File: config.mk
export PLATFORM = sky130hd
export DESIGN_NAME = event_read_sched
export DESIGN_NICKNAME = d
export VERILOG_FILES = /design/src/rtl/event_read_sched.sv
export SDC_FILE = /design/constraint.sdc
export NUM_CORES = 1
export LEC_CHECK = 0
export CORE_ASPECT_RATIO = 0.75
export CORE_MARGIN = 5
export CORE_UTILIZATION = 50
export DETAILED_ROUTE_END_ITERATION = 8
export GPL_TIMING_DRIVEN = 0
export HOLD_SLACK_MARGIN = 0.08
export PLACE_DENSITY = 0.91
export SLEW_MARGIN = 20
export SYNTH_ARGS = -nofsm -noshare
export SYNTH_HDL_FRONTEND = slang
export SYNTH_SLANG_ARGS = --single-unit
File: constraint.sdc
create_clock -name clk -period 3.9 [get_ports clk]
set_clock_uncertainty 0.05 [all_clocks]
set_input_delay 0.78 -clock clk [delete_from_list [all_inputs] [get_ports clk]]
set_output_delay 0.78 -clock clk [all_outputs]
set_load 0.03 [all_outputs]
File: src/rtl/event_read_sched.sv
// event_read_sched
//   Drains 64-bit events from the event FIFO onto the host UART link.
//   A START byte from the host begins a run. Each event is popped once and
//   sent MSB byte first. The run ends when the FIFO is empty, a STOP byte
//   arrives, or MAX_EVENTS have been sent. A START that finds the FIFO empty
//   sends a single EMPTY_MARK byte.
//
//   Optional feature (macro EVT_CHECKSUM_EN): each event frame ends with one
//   extra byte, the XOR of all event bytes.
//
// Ports
//   clk, reset     system clock; synchronous active-high reset
//   rx_data_i      command byte from the UART RX
//   rx_valid_i     one-cycle strobe qualifying rx_data_i
//   fifo_dout_i    FIFO read data, valid the cycle after fifo_rd_en_o
//   fifo_empty_i   FIFO empty flag
//   fifo_rd_en_o   FIFO pop strobe (one cycle per event)
//   tx_data_o      byte to the UART TX
//   tx_valid_o     tx_data_o valid
//   tx_ready_i     UART TX accepts the byte
//   busy_o         high whenever the controller is not idle
//   events_sent_o  events fully sent since the last START (saturating)
//
// Handshake: a TX byte transfers on every rising edge where tx_valid_o and
// tx_ready_i are both high. While tx_valid_o is high and tx_ready_i is low,
// tx_data_o holds its value and tx_valid_o stays high.
//
// All outputs are registered. They are loaded from the next-state value so
// each output lines up with the state it belongs to.
module event_read_sched #(
   parameter int         DATA_W     = 64,
   parameter int         CNT_W      = 16,
   parameter int         MAX_EVENTS = 0,
   parameter logic [7:0] CMD_START  = 8'h73,
   parameter logic [7:0] CMD_STOP   = 8'h6B,
   parameter logic [7:0] EMPTY_MARK = 8'h45
) (
   input  logic              clk,
   input  logic              reset,
   input  logic [7:0]        rx_data_i,
   input  logic              rx_valid_i,
   input  logic [DATA_W-1:0] fifo_dout_i,
   input  logic              fifo_empty_i,
   output logic              fifo_rd_en_o,
   output logic [7:0]        tx_data_o,
   output logic              tx_valid_o,
   input  logic              tx_ready_i,
   output logic              busy_o,
   output logic [CNT_W-1:0]  events_sent_o
);

   localparam int                BYTES    = DATA_W / 8;
   localparam int                IDX_W    = (BYTES > 1) ? $clog2(BYTES) : 1;
   localparam logic [IDX_W-1:0]  LAST_IDX = IDX_W'(BYTES - 1);
   // Value events_sent_o holds when the event now finishing is the last one
   // allowed by MAX_EVENTS. Only used when MAX_EVENTS is non-zero.
   localparam logic [CNT_W-1:0]  LIMIT_M1 = CNT_W'(MAX_EVENTS - 1);

   typedef enum logic [2:0] {
      IDLE,
      POP,
      LOAD,
      SEND,
      NEXT,
`ifdef EVT_CHECKSUM_EN
      CSUM,
`endif
      MARK
   } state_t;

   state_t            state_q, state_d;
   logic [DATA_W-1:0] shreg;
   logic [DATA_W-1:0] shreg_shift;
   logic [IDX_W-1:0]  byte_idx;
   logic              stop_pending;
`ifdef EVT_CHECKSUM_EN
   logic [7:0]        csum;
`endif

   logic start_cmd, stop_cmd, tx_fire, last_byte, limit_hit, run_end;

   assign start_cmd   = rx_valid_i && (rx_data_i == CMD_START);
   // STOP only matters during a run; in IDLE it is dropped.
   assign stop_cmd    = rx_valid_i && (rx_data_i == CMD_STOP) && (state_q != IDLE);
   assign tx_fire     = tx_valid_o && tx_ready_i;
   assign last_byte   = (byte_idx == LAST_IDX);
   assign limit_hit   = (MAX_EVENTS != 0) && (events_sent_o == LIMIT_M1);
   // A STOP arriving in the NEXT cycle itself still ends the run.
   assign run_end     = stop_pending || stop_cmd || fifo_empty_i || limit_hit;
   assign shreg_shift = shreg << 8;

   always_comb begin
      state_d = state_q;
      case (state_q)
         IDLE: if (start_cmd) state_d = fifo_empty_i ? MARK : POP;
         POP:  state_d = LOAD;
         LOAD: state_d = SEND;
         SEND: begin
            if (tx_fire && last_byte) begin
`ifdef EVT_CHECKSUM_EN
               state_d = CSUM;
`else
               state_d = NEXT;
`endif
            end
         end
`ifdef EVT_CHECKSUM_EN
         CSUM: if (tx_fire) state_d = NEXT;
`endif
         NEXT: state_d = run_end ? IDLE : POP;
         MARK: if (tx_fire) state_d = IDLE;
         default: state_d = IDLE;
      endcase
   end

   always_ff @(posedge clk) begin
      if (reset) begin
         state_q       <= IDLE;
         fifo_rd_en_o  <= 1'b0;
         tx_valid_o    <= 1'b0;
         tx_data_o     <= 8'h00;
         busy_o        <= 1'b0;
         events_sent_o <= '0;
         stop_pending  <= 1'b0;
         shreg         <= '0;
         byte_idx      <= '0;
`ifdef EVT_CHECKSUM_EN
         csum          <= 8'h00;
`endif
      end else begin
         state_q      <= state_d;
         fifo_rd_en_o <= (state_d == POP);
         busy_o       <= (state_d != IDLE);
`ifdef EVT_CHECKSUM_EN
         tx_valid_o   <= (state_d == SEND) || (state_d == CSUM) || (state_d == MARK);
`else
         tx_valid_o   <= (state_d == SEND) || (state_d == MARK);
`endif
         if (stop_cmd) stop_pending <= 1'b1;

         case (state_q)
            IDLE: begin
               if (start_cmd) begin
                  events_sent_o <= '0;
                  stop_pending  <= 1'b0;
                  if (fifo_empty_i) tx_data_o <= EMPTY_MARK;
               end
            end
            LOAD: begin
               shreg     <= fifo_dout_i;
               byte_idx  <= '0;
               tx_data_o <= fifo_dout_i[DATA_W-1 -: 8];
`ifdef EVT_CHECKSUM_EN
               csum      <= 8'h00;
`endif
            end
            SEND: begin
               if (tx_fire) begin
                  shreg    <= shreg_shift;
                  byte_idx <= byte_idx + IDX_W'(1);
`ifdef EVT_CHECKSUM_EN
                  csum     <= csum ^ tx_data_o;
                  // The checksum byte includes the byte being accepted now.
                  if (last_byte) tx_data_o <= csum ^ tx_data_o;
                  else           tx_data_o <= shreg_shift[DATA_W-1 -: 8];
`else
                  if (last_byte) tx_data_o <= 8'h00;
                  else           tx_data_o <= shreg_shift[DATA_W-1 -: 8];
`endif
               end
            end
`ifdef EVT_CHECKSUM_EN
            CSUM: if (tx_fire) tx_data_o <= 8'h00;
`endif
            NEXT: begin
               if (events_sent_o != '1) events_sent_o <= events_sent_o + CNT_W'(1);
            end
            MARK: if (tx_fire) tx_data_o <= 8'h00;
            default: ;
         endcase
      end
   end

endmodule

==> impl_metrics.toml <==
[worst_setup_path]
path_buf_inv = 2
cp.required_ns = 4.13
arrival_ns = 2.70
critPathTopFamily = "buffers and inverters"
crit_path_end_kind = "flop"
critPathMaxStageDelay_ns = 0.46
cp_cell_sequence = "clkdlybuf4s50_1 > nand3b_1 > nor3_1 > a311o_1 > buf_2 > nor2_1 > a211oi_1"
crit_fanout = 10
crit_type = "input pin to flop"
start_kind = "input pin"
crit_path_top_delay_cell = "clkdlybuf4s50_1"

[final_layout]
antenna_cells = 0
seqCellArea_mm2 = 0.00180
final_cell_mix = "103 x clkdlybuf4s50_1, 90 x dfxtp_1, 85 x nor2_1"
drive_above_1_share_pct = 8.17
nFillCells = 602
fin_area_mm2 = 0.00552
utilization_pct = 69.1
final_common_cell = "clkdlybuf4s50_1"
multi_input_area_mm2 = 0.00216
area_growth_pct = 32.8
fin_nets = 650

[clocking]
hold_buffers = 0
cts_setup_buffers = 0
cts_sinks = 90
clockBufferDepth = 2
clk_latency_ns = 0.37
ctsResizeCount = 0
htreeDepth = 3
cts_tree = "built"
cts.clk_slew.worst_paths_ns = 0.09
cts_buffers = 9
root_buffer = "clkbuf_8"

[synthesis]
ys_ff_latch = 90
ys_top_cells_by_area = "dfxtp_1 43%, mux2i_1 12%, a211oi_1 9.6%"
synth-edff-count = 0
ys_seq_area_share_pct = 43.3
syn-num-nets = 536
post-synth-top-area-fraction_pct = 43.3
syn_avg_cell_area_um2 = 9.12
yosys_most_used_dff = "dfxtp_1"
yosysUniqueCellTypes = 48
yosysTopAreaCell = "dfxtp_1"
synthArstFlopShare_pct = 0
synthesis.instances = 456
syn_area_mm2 = 0.00416
ys_warn_count = 0

[route]
drt_iter0_markers = 273
ant_nets = 0
route.detailed.drc = 0
totalWireLength_um = 11200
dr_total_vias = 3897
drtPass1Iterations = 5
via_per_inst = 5.73
routedWlPerCell_um = 16.4

[power_and_ir_drop]
combinationalPowerShare_pct = 17.9
powerDensity_mw_per_mm2 = 370
power.share.switching_pct = 28.2
p_int_w = 0.00147
p_seq_share_pct = 50.0
p_leak_nw = 2.21
power.switching_w = 0.000575
pwr-share-clk_pct = 32.1
ir_drop_v = 0.000172

[place]
placed_cell_area_mm2 = 0.00532
gp_congestion = 0.879
hpwl_um = 8650
numPortBuffers = 103

[sta]
slew_headroom_pct = 54.9
period_minus_slack_ns = 2.47
rsz0062_at_grt = "false"
timing.hold.ws_ns = 0.431
fmax_mhz = 404
finalCritPeriodShare_pct = 63.4
fin_tns_setup_ns = 0
hold_viol_final = 0
tightestPinTransition_ns = 0.674
slew_viol_final = 0
setup_violations = 0

[grt]
grt_usage_pct = 22.5
grt_use_met3_pct = 5.89
grt_max_degree = 17
grt_overflow = 0
grt_pass1_wl_um = 18200
gr-usage-met2_pct = 38.6
grt_use_met1_pct = 28.0
antenna_found_initial = 0
grt_pass1_vias = 3864
busiest_layer = "met2"

[hold_path]
holdCritPathClass = "flop to flop"

[floorplanning]
rows = 28
start_util_pct = 52.0
dieArea_mm2 = 0.0103
die_h_um = 89.0
core_mm2 = 0.00799
ios = 104
dieWidth_um = 115

[status]
status = "finished clean"

[job]
maxCapViolations = 0
-- cells in the mapped netlist (4+ instances only) --
| cell type | count |
|---|---|
| nand3_1 | 6 |
| nand2_1 | 11 |
| inv_1 | 11 |
| nor2_1 | 85 |
| a21oi_2 | 6 |
| o21ai_1 | 5 |
| clkbuf_1 | 16 |
| a21oi_1 | 15 |
| mux2i_1 | 51 |
| dfxtp_1 | 90 |
| nand4_1 | 5 |
| a211oi_1 | 53 |
| buf_1 | 4 |
| buf_2 | 12 |
| o21ai_0 | 7 |
| or3_1 | 14 |
| a22oi_1 | 14 |
| and3_1 | 4 |
-- power groups by stage --
stage | combinational (W) | sequential [W] | clock [W]
2_1_floorplan | 0.000190 | 0.00105 | 0
3_3_place_gp | 0.000348 | 0.00104 | 0
3_5_place_dp | 0.000362 | 0.00104 | 0
4_1_cts | 0.000365 | 0.00102 | 0.000659
5_1_grt | 0.000398 | 0.00103 | 0.000707
6_report | 0.000365 | 0.00102 | 0.000655
-- flip-flops by register name, indices dropped and copies added, names as in the netlist --
register and flops:
fifo_rd_en_o 1, tx_valid_o 1, tx_data_o 8, events_sent_o 16
busy_o 1, state_q 3, shreg 56, stop_pending 1
byte_idx 3
-- through the flow --
step / power, W / setup WS, ns / instances
global placement: 0.00139 / 1.13 / 664
global route: 0.00213 / 1.33 / 680
CTS: 0.00204 / 1.43 / 680
finish: 0.00204 / 1.43 / 680
detailed placement: 0.00140 / 1.05 / 664
floorplan: 0.00124 / 1.67 / 456
-- area by class of cell --
| class | count | area share, % |
|---|---|---|
| plain buffers | 34 | 2.86 |
| clock buffers | 9 | 2.24 |
| clock inverters | 7 | 1.36 |
| inverters | 11 | 0.748 |
| multi-input cells | 321 | 39.1 |
| flip-flops and latches | 90 | 32.7 |
| well taps | 105 | 2.38 |
| repair buffers | 103 | 18.7 |
-- layer usage --
metal | wire, um | share of wire, %
met1 | 4780 | 43
met2 | 5390 | 48
met3 | 769 | 6.9
met4 | 209 | 1.9
met5 | 0 | 0
-- kinds of logic (layout without fill, tap and decap cells) --
family | count (synthesis) | count (layout) | share of synthesized area, %
buffers and inverters | 45 | 164 | 4.79
muxes | 52 | 52 | 12.6
DFF | 90 | 90 | 43.3
AOI/OAI and AO/OA | 115 | 115 | 20.3
adders and majority gates | 3 | 3 | 0.903
xor gates and xnor gates | 1 | 1 | 0.211
and+or+nand+nor | 150 | 150 | 17.9
-- worst min-delay path, stage by stage (launching register included) --
cell,delay [ns]
dfxtp_1,0.33
a21oi_1,0.04
nor2_1,0.07
-- path summary, 6_finish.rpt --
kind / from / endpoint / slack, ns / depth (start not counted)
worst max-delay path: rx_data_i[0] / tx_data_o[3]$_SDFFE_PP0P_ / 1.43 / 7
worst min-delay path: stop_pending$_SDFF_PP0_ / stop_pending$_SDFF_PP0_ / 0.43 / 2
worst min register to register: stop_pending$_SDFF_PP0_ / stop_pending$_SDFF_PP0_ / 0.43 / 2
worst max register to register: state_q[1]$_SDFF_PP0_ / byte_idx[2]$_SDFFE_PP0P_ / 1.66 / 8
Power figures use the tool's default switching activity.
